**src/rtl/adder_subtractor_16_if.sv**
```systemverilog
// Operand/result bundle for the 16-bit add/sub slice.
// The master drives the operands and mode. The slave returns the registered result.
interface adder_subtractor_16_if;
  logic [15:0] a;
  logic [15:0] b;
  logic        M;
  logic [15:0] sum;
  logic        c_out;

  modport master (output a, output b, output M, input sum, input c_out);
  modport slave  (input a, input b, input M, output sum, output c_out);
endinterface

```
**src/rtl/adder_subtractor_16.sv**
```systemverilog
// Registered 16-bit two's-complement adder/subtractor built from four 4-bit ripple groups.
// In subtract mode (M=1), c_out is the raw carry, so 1 means no borrow occurred.
module adder_subtractor_16 (
  input  logic                 clk,
  input  logic                 rst_n,
  adder_subtractor_16_if.slave bus
);

  logic [15:0] b_eff;
  logic [15:0] s;
  logic [4:0]  group_c;
  logic [16:0] c;

  assign b_eff = bus.b ^ {16{bus.M}};

  // Each group ripples internally; its carry-out feeds the next group's carry-in.
  always_comb begin
    s          = '0;
    c          = '0;
    group_c    = '0;
    group_c[0] = bus.M;
    for (int unsigned g = 0; g < 4; g++) begin
      c[4*g] = group_c[g];
      for (int unsigned k = 0; k < 4; k++) begin
        s[4*g+k]   = bus.a[4*g+k] ^ b_eff[4*g+k] ^ c[4*g+k];
        c[4*g+k+1] = (bus.a[4*g+k] & b_eff[4*g+k])
                   | (c[4*g+k] & (bus.a[4*g+k] ^ b_eff[4*g+k]));
      end
      group_c[g+1] = c[4*g+4];
    end
  end

  always_ff @(posedge clk or negedge rst_n) begin
    if (!rst_n) begin
      bus.sum   <= '0;
      bus.c_out <= 1'b0;
    end else begin
      bus.sum   <= s;
      bus.c_out <= group_c[4];
    end
  end

endmodule

```
**src/flat_wrapper.sv**
```systemverilog
// flat-port wrapper written by rule: the top's interface ports become plain ports
module adder_subtractor_16_flat 
  (clk, rst_n, bus_a, bus_b, bus_M, bus_sum, bus_c_out);
  adder_subtractor_16_if bus_i ();
  input  logic clk;
  input  logic rst_n;
  input wire logic [$bits(bus_i.a)-1:0] bus_a;
  input wire logic [$bits(bus_i.b)-1:0] bus_b;
  input wire logic [$bits(bus_i.M)-1:0] bus_M;
  output wire logic [$bits(bus_i.sum)-1:0] bus_sum;
  output wire logic [$bits(bus_i.c_out)-1:0] bus_c_out;
  assign bus_i.a = bus_a;
  assign bus_i.b = bus_b;
  assign bus_i.M = bus_M;
  assign bus_sum = bus_i.sum;
  assign bus_c_out = bus_i.c_out;
  adder_subtractor_16 u_core (.clk(clk), .rst_n(rst_n), .bus(bus_i));
endmodule
```
**config.mk**
```make
export PLATFORM = sky130hd
export DESIGN_NAME = adder_subtractor_16_flat
export DESIGN_NICKNAME = d
export VERILOG_FILES = /design/src/rtl/adder_subtractor_16_if.sv /design/src/rtl/adder_subtractor_16.sv /design/src/flat_wrapper.sv
export SDC_FILE = /design/constraint.sdc
export NUM_CORES = 1
export LEC_CHECK = 0
export ABC_AREA = 1
export BUFFER_PORTS_ARGS = -buffer_cell sky130_fd_sc_hd__buf_4
export CAP_MARGIN = 20
export CORE_UTILIZATION = 46
export CTS_BUF_LIST = sky130_fd_sc_hd__clkbuf_16
export CTS_CLUSTER_DIAMETER = 80
export DETAILED_ROUTE_END_ITERATION = 8
export GPL_TIMING_DRIVEN = 0
export MAX_ROUTING_LAYER = met4
export PLACE_DENSITY = 0.77
export SLEW_MARGIN = 0
export SYNTH_ARGS = -nofsm -noshare
export SYNTH_HDL_FRONTEND = slang
export SYNTH_SLANG_ARGS = --single-unit
```
**constraint.sdc**
```tcl
create_clock -name clk -period 0.8 [get_ports clk]
set_input_delay 0.04 -clock clk [delete_from_list [all_inputs] [get_ports clk]]
set_output_delay 0.04 -clock clk [all_outputs]
set_load 0.02 [all_outputs]
```
==> impl_metrics.toml, run 1 <==
[outcome]
outcome = "finished, violations left"
violations = "setup timing"

[sta]
finalCritPeriodShare_pct = 677
worstMarginPinSlew_ps = 218
setup_ws_ps = -4610
min_period_ps = 5410
hold_ws_ps = 11.6
rsz0062_at_grt = "yes"
slew_viol_final = 0
max_slew_margin_pct = 85.5
setup_viol = 16
fmax_ghz = 0.185
finalHoldViolations = 0

[floorplanning]
row_count = 17
ios = 52
die_y_um = 52.0
dieArea_mm2 = 0.00270
start_util_pct = 50.5
dieWidth_um = 52.0
core_mm2 = 0.00228

[cts]
cts_tree = "built"
cts-root-buf = "clkbuf_16"
clock-sinks = 17
clockBufferDepth = 2
path_clk_slew_ps = 50
h-tree-depth = 1
numCtsBuffers = 3

[finish]
areaGrowthSynthToFinish_pct = 59.0
fin_nets = 241
drive_gt1_share_pct = 51.1
stdcell_count = 218
n_antenna_cell = 0

[route]
met1Wirelength_um = 819
vias = 946
first_pass_iters = 3
drtIter0Drc = 1
top_layer = "met4"
met3_wirelength_um = 93
viasPerCell = 4.34
dr_wl_met2_um = 1510
totalWireLength_um = 2440
drcViolationCount = 0
wire_per_inst_um = 11.2
antenna_left = 0

[run]
maxCapViolations = 0

[setup_path]
worst-setup-path-type = "in2reg"
crit_arrival_ps = 5530
critical_path.max_fanout = 3
worstPathRequired_ps = 920
cp-end-kind = "flop"
start_kind = "input port"

[placed_design]
dp.cells = 210
post-place-ws_ps = -4920
portBuffers = 50
hpwlAfterDp_um = 1870
place.gp.congestion = 0.722

[grt]
grt_pass1_wl_um = 3850
antenna_found_initial = 0
grt.total_usage_pct = 21.0
grt_start_max_net_pins = 18
grt-ovfl-total = 0
grt_pass1_vias = 1006

[logic_synthesis]
yosysMostFrequentCell = "nand2_1"
yosys.cell_types.count = 8
yosysTopAreaCell = "dfrtp_1"
synth_cells = 132
synthTopCellsByCount = "nand2_1 (46), inv_1 (45), dfrtp_1 (17)"
synth_seq_area_share_pct = 37.0
synth_top_area_share_pct = 37.0
synthesis.nets = 182
synth_area_mm2 = 0.00115
synthTopCellsByArea = "dfrtp_1 (37%), fa_1 (26%), nand2_1 (15%)"
ys_ff_latch = 17
synth-edff-count = 0
syn_area_per_cell_um2 = 8.71
synth_top_flop_cell = "dfrtp_1"
yosysWarnings = 0
async_flop_share_pct = 100

[pwr]
ir_worst_vdd_mv = 1.15
power_density_mw_per_mm2 = 1950
leakage_nw = 1.04
power_mw = 3.56

[hold_path]
worstHoldPathType = "in2reg"
layer usage:
| metal | vias to the layer above | track usage, % |
|---|---|---|
| met3 | 2 | 3.22 |
| met2 | 24 | 40.8 |
| met4 | 0 | 9.91 |
| met5 | - | - |
| li1 | 467 | - |
| met1 | 453 | 19.7 |
placed cells by master, fill, tap and decap left out, types with 2 or more instances in the layout:
master,count
buf_8,2
nand2_2,8
clkbuf_16,3
buf_12,2
inv_2,10
fa_2,15
dfrtp_1,17
nand2_1,42
buf_6,18
buf_4,34
inv_1,33
power by group:
group / leakage [nW] / switching (mW) / total, mW / internal (mW)
Combinational: 0.800 / 0.686 / 1.42 / 0.731
Clock: 0.0409 / 0.327 / 0.995 / 0.668
Sequential: 0.198 / 0.0916 / 1.15 / 1.06
through the flow:
step,TNS (ps),cell area [µm²],utilization [%]
2_1_floorplan,-41140,1200,-
3_3_place_gp,-42370,1610,70.9
3_5_place_dp,-42700,1610,70.9
4_1_cts,-38070,1770,77.8
5_1_grt,-39420,1830,80.3
6_report,-38090,1830,80.3
critical path, stage by stage:
cell,delay (ps)
buf_8,100
inv_4,40
nand2_2,40
nand2_1,70
fa_2,190
inv_2,40
fa_2,340
fa_2,360
fa_2,350
fa_2,350
fa_2,350
fa_2,350
fa_2,340
fa_2,350
fa_2,350
fa_2,340
fa_2,350
fa_2,360
fa_2,340
inv_2,60
fa_2,420
cells by family (layout without fill, tap and decap cells):
| kind of cell | count (synthesis) | count (layout) | share of synthesized area [%] |
|---|---|---|---|
| simple gates | 51 | 51 | 17.7 |
| buf+inv | 49 | 107 | 19.2 |
| flops | 17 | 17 | 37.0 |
| fa+ha+maj | 15 | 15 | 26.1 |
what timing repair did:
action / CTS / global route
endpoints found under the setup margin: 24 / 27
hold buffers: 1 / 0
pin swaps: 1 / 1
hold endpoints to repair: 17 / 0
resized for setup: 18 / 20
buffers inserted: 3 / 0
cell type report:
type / instances / area, µm²
multi-input cells: 66 / 557
repair buffers: 54 / 487
fillers: 149 / 448
flip-flops and latches: 17 / 425
inverters: 46 / 193
clock buffers: 3 / 75.1
plain buffers: 3 / 51.3
well taps: 28 / 35.0
clock inverters: 1 / 5.00
final timing paths:
kind | from | to | slack (ps) | cells after the start
max | bus_b[0] | u_core.bus.sum[15]$_DFF_PN0_ | -4610 | 21
min | bus_b[0] | u_core.bus.sum[0]$_DFF_PN0_ | 10 | 3
max in group asynchronous | rst_n | u_core.bus.sum[8]$_DFF_PN0_ | 400 | 2
min in group asynchronous | rst_n | u_core.bus.sum[0]$_DFF_PN0_ | 210 | 2
state kept, by name (all words and copies together) (netlist names):
name,cells
u_core.bus.sum,16
u_core.bus.c_out,1
(Power assumes the default switching activity.)
==> run 2: changes to the inputs <==
--- a/config.mk
+++ b/config.mk
@@ -8,7 +8,10 @@
 export ABC_AREA = 1
 export BUFFER_PORTS_ARGS = -buffer_cell sky130_fd_sc_hd__buf_4
 export CAP_MARGIN = 20
-export CORE_UTILIZATION = 46
+export CELL_PAD_IN_SITES_DETAIL_PLACEMENT = 1
+export CELL_PAD_IN_SITES_GLOBAL_PLACEMENT = 1
+export CORE_MARGIN = 1.5
+export CORE_UTILIZATION = 33
 export CTS_BUF_LIST = sky130_fd_sc_hd__clkbuf_16
 export CTS_CLUSTER_DIAMETER = 80
 export DETAILED_ROUTE_END_ITERATION = 8
==> impl_metrics.toml, run 2 (synthesis results as in run 1) <==
[outcome]
outcome = "finished, violations left"
violations = "setup timing"

[grt]
grt_pass1_vias = 1000
grt.total_usage_pct = 16.3
grt-ovfl-total = 0
grt_pass1_wl_um = 4360
antenna_found_initial = 0
grt_start_max_net_pins = 18

[sta]
setup_viol = 16
rsz0062_at_grt = "yes"
setup_ws_ps = -4710
worstMarginPinSlew_ps = 227
slew_viol_final = 0
finalHoldViolations = 0
max_slew_margin_pct = 84.9
hold_ws_ps = 21.2
finalCritPeriodShare_pct = 688
fmax_ghz = 0.182
min_period_ps = 5510

[finish]
n_antenna_cell = 0
final_util_pct = 55.0
areaGrowthSynthToFinish_pct = 59.6
drive_gt1_share_pct = 49.7
fin_nets = 240
final_cell_mix = "nand2_1 (42), inv_1 (35), buf_4 (33), buf_6 (19), dfrtp_1 (17)"
largest_reg_flops = 16
top_regs = "u_core.bus.sum (16), u_core.bus.c_out (1)"
num-fill-cells = 396
mostFrequentLayoutCell = "nand2_1"
top_register = "u_core.bus.sum"

[setup_path]
worstPathRequired_ps = 910
cp-end-kind = "flop"
crit_start = "bus_M"
worst-setup-path-type = "in2reg"
critical_path.max_fanout = 4
start_kind = "input port"
crit_arrival_ps = 5620

[route]
vias = 979
wire_per_inst_um = 12.4
drtIter0Drc = 21
dr_wl_met2_um = 1630
first_pass_iters = 4
top_layer = "met4"
totalWireLength_um = 2920
drcViolationCount = 0
antenna_left = 0
met3_wirelength_um = 258
met1Wirelength_um = 1020
viasPerCell = 4.17

[cts]
clockBufferDepth = 2
clock-sinks = 17
cts_tree = "built"
path_clk_slew_ps = 50
h-tree-depth = 1
numCtsBuffers = 3
cts-root-buf = "clkbuf_16"

[hold_path]
worstHoldPathType = "in2reg"
worstHoldPathCells = 3
hold_start = "bus_b[0]"
hold_path_end = "u_core.bus.sum[0]$_DFF_PN0_"

[placed_design]
hpwlAfterDp_um = 2370
portBuffers = 50
place.gp.congestion = 0.700

[floorplanning]
dieArea_mm2 = 0.00385
die_y_um = 62.0
start_util_pct = 34.5
row_count = 21
dieWidth_um = 62.0
ios = 52
core_mm2 = 0.00334

[pwr]
power_density_mw_per_mm2 = 1940
ir_worst_vdd_mv = 0.730
power_mw = 3.56
leakage_nw = 1.03

[run]
maxCapViolations = 0
## run 2: cell count changes in the layout (fill, tap and decap cells not counted), sizes merged
| cell | delta |
|---|---|
| inv | +1 |
| clkinv | -1 |
| buf | -1 |
## run 2: layer usage
metal	vias to the layer above	track usage [%]
met1	474	18.1
met5	-	-
met2	41	29.5
met4	0	4.26
met3	2	3.52
li1	462	-
## run 2: worst max path at each step
stage	endpoint	slack (ps)	cells after the start
finish	u_core.bus.sum[15]$_DFF_PN0_	-4710	21
global route	u_core.bus.sum[15]$_DFF_PN0_	-4830	21
floorplan	u_core.bus.sum[15]$_DFF_PN0_	-4760	21
CTS	u_core.bus.sum[15]$_DFF_PN0_	-4720	21
global placement	u_core.bus.sum[15]$_DFF_PN0_	-4910	21
detailed placement	u_core.bus.sum[15]$_DFF_PN0_	-5030	21
## run 2: worst max-delay path, stage by stage
cell and delay [ps]:
buf_12 110, clkinv_8 40, nand2_4 30, nand2_2 60, fa_2 190, inv_2 40
fa_2 340, fa_2 380, fa_2 350, fa_2 350, fa_2 350, fa_2 360
fa_2 360, fa_2 350, fa_2 350, fa_2 370, fa_2 350, fa_2 350
fa_2 350, inv_2 70, fa_2 420
## run 2: metrics by stage
| stage | std cells | setup WS (ps) | cell area (µm²) | TNS (ps) |
|---|---|---|---|---|
| global route | 235 | -4830 | 1840 | -40000 |
| finish | 235 | -4710 | 1840 | -38670 |
| floorplan | 132 | -4760 | 1200 | -41140 |
| global placement | 228 | -4910 | 1640 | -42530 |
| detailed placement | 228 | -5030 | 1640 | -43470 |
| CTS | 235 | -4720 | 1780 | -38910 |
## run 2: where the power goes
part / internal (mW) / leakage (nW) / switching [mW]
logic: 0.730 / 0.794 / 0.706
registers: 1.06 / 0.198 / 0.0932
clock network: 0.662 / 0.0423 / 0.310
total: 2.45 / 1.03 / 1.11
## run 2: cell type report
cell class,count,area [µm²],share of cell area (%)
timing repair buffer,53,475,25.9
clock inverter,1,3.75,0.204
clock buffer,3,75.1,4.09
inverter,46,190,10.4
tap,46,57.6,3.14
sequential,17,425,23.2
multi-input combinational,66,557,30.3
buffer,3,51.3,2.79
## run 2: repair_timing
action,CTS,global route
gates cloned,0,0
endpoints found under the hold margin,17,0
hold buffers,1,0
endpoints found under the setup margin,21,31
pin swaps,0,0
resized for setup,12,22
buffers inserted,2,0
==> run 3: changes to the inputs <==
--- a/config.mk
+++ b/config.mk
@@ -5,19 +5,19 @@
 export SDC_FILE = /design/constraint.sdc
 export NUM_CORES = 1
 export LEC_CHECK = 0
-export ABC_AREA = 1
+export ABC_AREA = 0
 export BUFFER_PORTS_ARGS = -buffer_cell sky130_fd_sc_hd__buf_4
 export CAP_MARGIN = 20
 export CELL_PAD_IN_SITES_DETAIL_PLACEMENT = 1
 export CELL_PAD_IN_SITES_GLOBAL_PLACEMENT = 1
-export CORE_MARGIN = 1.5
 export CORE_UTILIZATION = 33
 export CTS_BUF_LIST = sky130_fd_sc_hd__clkbuf_16
 export CTS_CLUSTER_DIAMETER = 80
 export DETAILED_ROUTE_END_ITERATION = 8
 export GPL_TIMING_DRIVEN = 0
+export HOLD_SLACK_MARGIN = 0.06
 export MAX_ROUTING_LAYER = met4
-export PLACE_DENSITY = 0.77
+export PLACE_DENSITY = 0.75
 export SLEW_MARGIN = 0
 export SYNTH_ARGS = -nofsm -noshare
 export SYNTH_HDL_FRONTEND = slang
==> impl_metrics.toml, run 3 <==
[outcome]
outcome = "finished, violations left"
violations = "DRC, setup timing"

[route]
drtIter0Drc = 11
drcViolationCount = 4
vias = 719
antenna_left = 0
totalWireLength_um = 2510
viasPerCell = 4.25
first_pass_iters = 5
wire_per_inst_um = 14.8

[pwr]
pwr-share-seq_pct = 31.3
ir_worst_vdd_mv = 0.848
leakage_nw = 0.830
combPwrFrac_pct = 41.9
p_int_mw = 2.61
switchingPower_mw = 1.24
power_density_mw_per_mm2 = 2290
switching_share_pct = 32.2
power_mw = 3.85
clkPwrFrac_pct = 26.8

[finish]
top_register = "u_core.bus.sum"
mostFrequentLayoutCell = "buf_4"
drive_gt1_share_pct = 61.6
final_cell_mix = "buf_4 (35), inv_1 (18), buf_6 (17), dfrtp_1 (17), fa_2 (14)"
top_regs = "u_core.bus.sum (16), u_core.bus.c_out (1)"
largest_reg_flops = 16
n_antenna_cell = 0
areaGrowthSynthToFinish_pct = 65.4
ff_latch_area_um2 = 425
num-fill-cells = 302
fin_nets = 189
multiInputGateArea_um2 = 498
final_util_pct = 59.3

[cts]
path_clk_slew_ps = 60
h-tree-depth = 1
numCtsBuffers = 3
clock-sinks = 17
clockBufferDepth = 2
cts_tree = "built"
cts-root-buf = "clkbuf_16"

[setup_path]
worst-setup-path-type = "in2reg"
worstPathRequired_ps = 930
cp_num_buf_inv = 3
crit_family = "adder cells"
crit_chain = "buf_8 -> mux2_4 -> fa_2 -> inv_2 -> fa_2 -> fa_2 -> fa_2 -> fa_2 -> fa_2 -> fa_2 -> fa_2 -> fa_2 -> fa_2 -> fa_2 -> fa_2 -> fa_2 -> fa_2 -> inv_2 -> fa_1"
crit_top_cell = "fa_2"
cp-end-kind = "flop"
crit_arrival_ps = 5570
start_kind = "input port"
cp_slowest_cell = "fa_1"
cp_slowest_stage_delay_ps = 400
critical_path.max_fanout = 2

[logic_synthesis]
yosysTopAreaCell = "dfrtp_1"
synth_seq_area_share_pct = 42.0
yosys.cell_types.count = 8
async_flop_share_pct = 100
synth-edff-count = 0
synth_top_area_share_pct = 42.0
synth_top_flop_cell = "dfrtp_1"
yosysWarnings = 0
synth_area_mm2 = 0.00101
synthTopCellsByCount = "inv_1 (28), dfrtp_1 (17), fa_1 (15)"
synthTopCellsByArea = "dfrtp_1 (42%), fa_1 (30%), xnor2_1 (11%)"
synthesis.nets = 129
yosysMostFrequentCell = "inv_1"
synth_cells = 79
syn_area_per_cell_um2 = 12.8
ys_ff_latch = 17

[sta]
tns_ps = -38710
setup_viol = 18
finalHoldViolations = 0
min_period_ps = 5440
max_slew_margin_pct = 82.3
setup_ws_ps = -4640
rsz0062_at_grt = "yes"
slew_viol_final = 0
finalCritPeriodShare_pct = 680
fmax_ghz = 0.184
worstMarginPinSlew_ps = 264

[run]
maxCapViolations = 0

[grt]
grt.total_usage_pct = 18.0
grt-ovfl-total = 0
grt_pass1_wl_um = 4100
antenna_found_initial = 0
grt_pass1_vias = 907
grt_start_max_net_pins = 18

[floorplanning]
dieArea_mm2 = 0.00330
ios = 52
core_mm2 = 0.00283
start_util_pct = 35.8
dieWidth_um = 57.4
row_count = 19
die_y_um = 57.4

[placed_design]
portBuffers = 50
hpwlAfterDp_um = 1890
place.gp.congestion = 0.656
post-place-ws_ps = -4990

[hold_path]
worstHoldPathType = "in2reg"
run 3: cell count changes in the layout (fill, tap and decap cells not counted), moves of 2 or more:
cell,previous run,this run
buf_6,19,17
xnor2_1,0,13
nand2_2,8,0
inv_1,35,18
nand2_1,42,0
xor2_1,0,2
buf_4,33,35
run 3: final timing paths:
check | startpoint | cells past startpoint | end | slack (ps)
max | bus_b[0] | 19 | u_core.bus.sum[15]$_DFF_PN0_ | -4640
min | bus_a[15] | 2 | u_core.bus.sum[15]$_DFF_PN0_ | 60
max in group asynchronous | rst_n | 2 | u_core.bus.sum[11]$_DFF_PN0_ | 410
min in group asynchronous | rst_n | 2 | u_core.bus.sum[4]$_DFF_PN0_ | 180
run 3: routing by layer:
metal  GRT usage [%]  part of all wire [%]
met1            18.0                    33
met2            33.1                    58
met3            3.17                   6.9
met4            9.41                   2.1
met5               -                     0
run 3: kinds of logic (layout without fill, tap and decap cells):
group,after synthesis,after routing,share of synthesized area (%)
buffers and inverters,30,89,13.5
flip-flops,17,17,42.0
XOR/XNOR,16,16,13.8
adder cells (fa/ha/maj),15,15,29.6
multiplexers,1,1,1.11
run 3: layout make-up:
class / count / area share, %
multi-input cells: 32 / 29.7
repair buffers: 55 / 29.2
well taps: 31 / 2.31
plain buffers: 2 / 2.39
flip-flops and latches: 17 / 25.4
inverters: 28 / 6.27
clock buffers: 3 / 4.48
clock inverters: 1 / 0.299
run 3: timing repair:
item	CTS	global route
hold buffers	2	0
hold endpoints to repair	18	0
cloned	0	0
gates resized for setup	22	7
buffers inserted	2	1
endpoints found under the setup margin	28	29
pin swaps	0	1
run 3: through the flow:
step                      cells  hold WS, ps  cell area (µm²)
after CTS                   168         40.6             1650
after floorplan              79         -256             1060
final                       169         61.1             1680
after global placement      160        -86.1             1480
after detailed placement    160        -81.7             1480
after global routing        169         65.7             1680
run 3: power by group through the flow:
stage | Sequential (mW) | Combinational (mW) | Clock (mW)
after detailed placement | 1.18 | 1.42 | 0
after CTS | 1.20 | 1.58 | 1.03
after global routing | 1.22 | 1.76 | 1.06
after global placement | 1.17 | 1.33 | 0
final | 1.20 | 1.61 | 1.03
after floorplan | 1.49 | 0.426 | 0
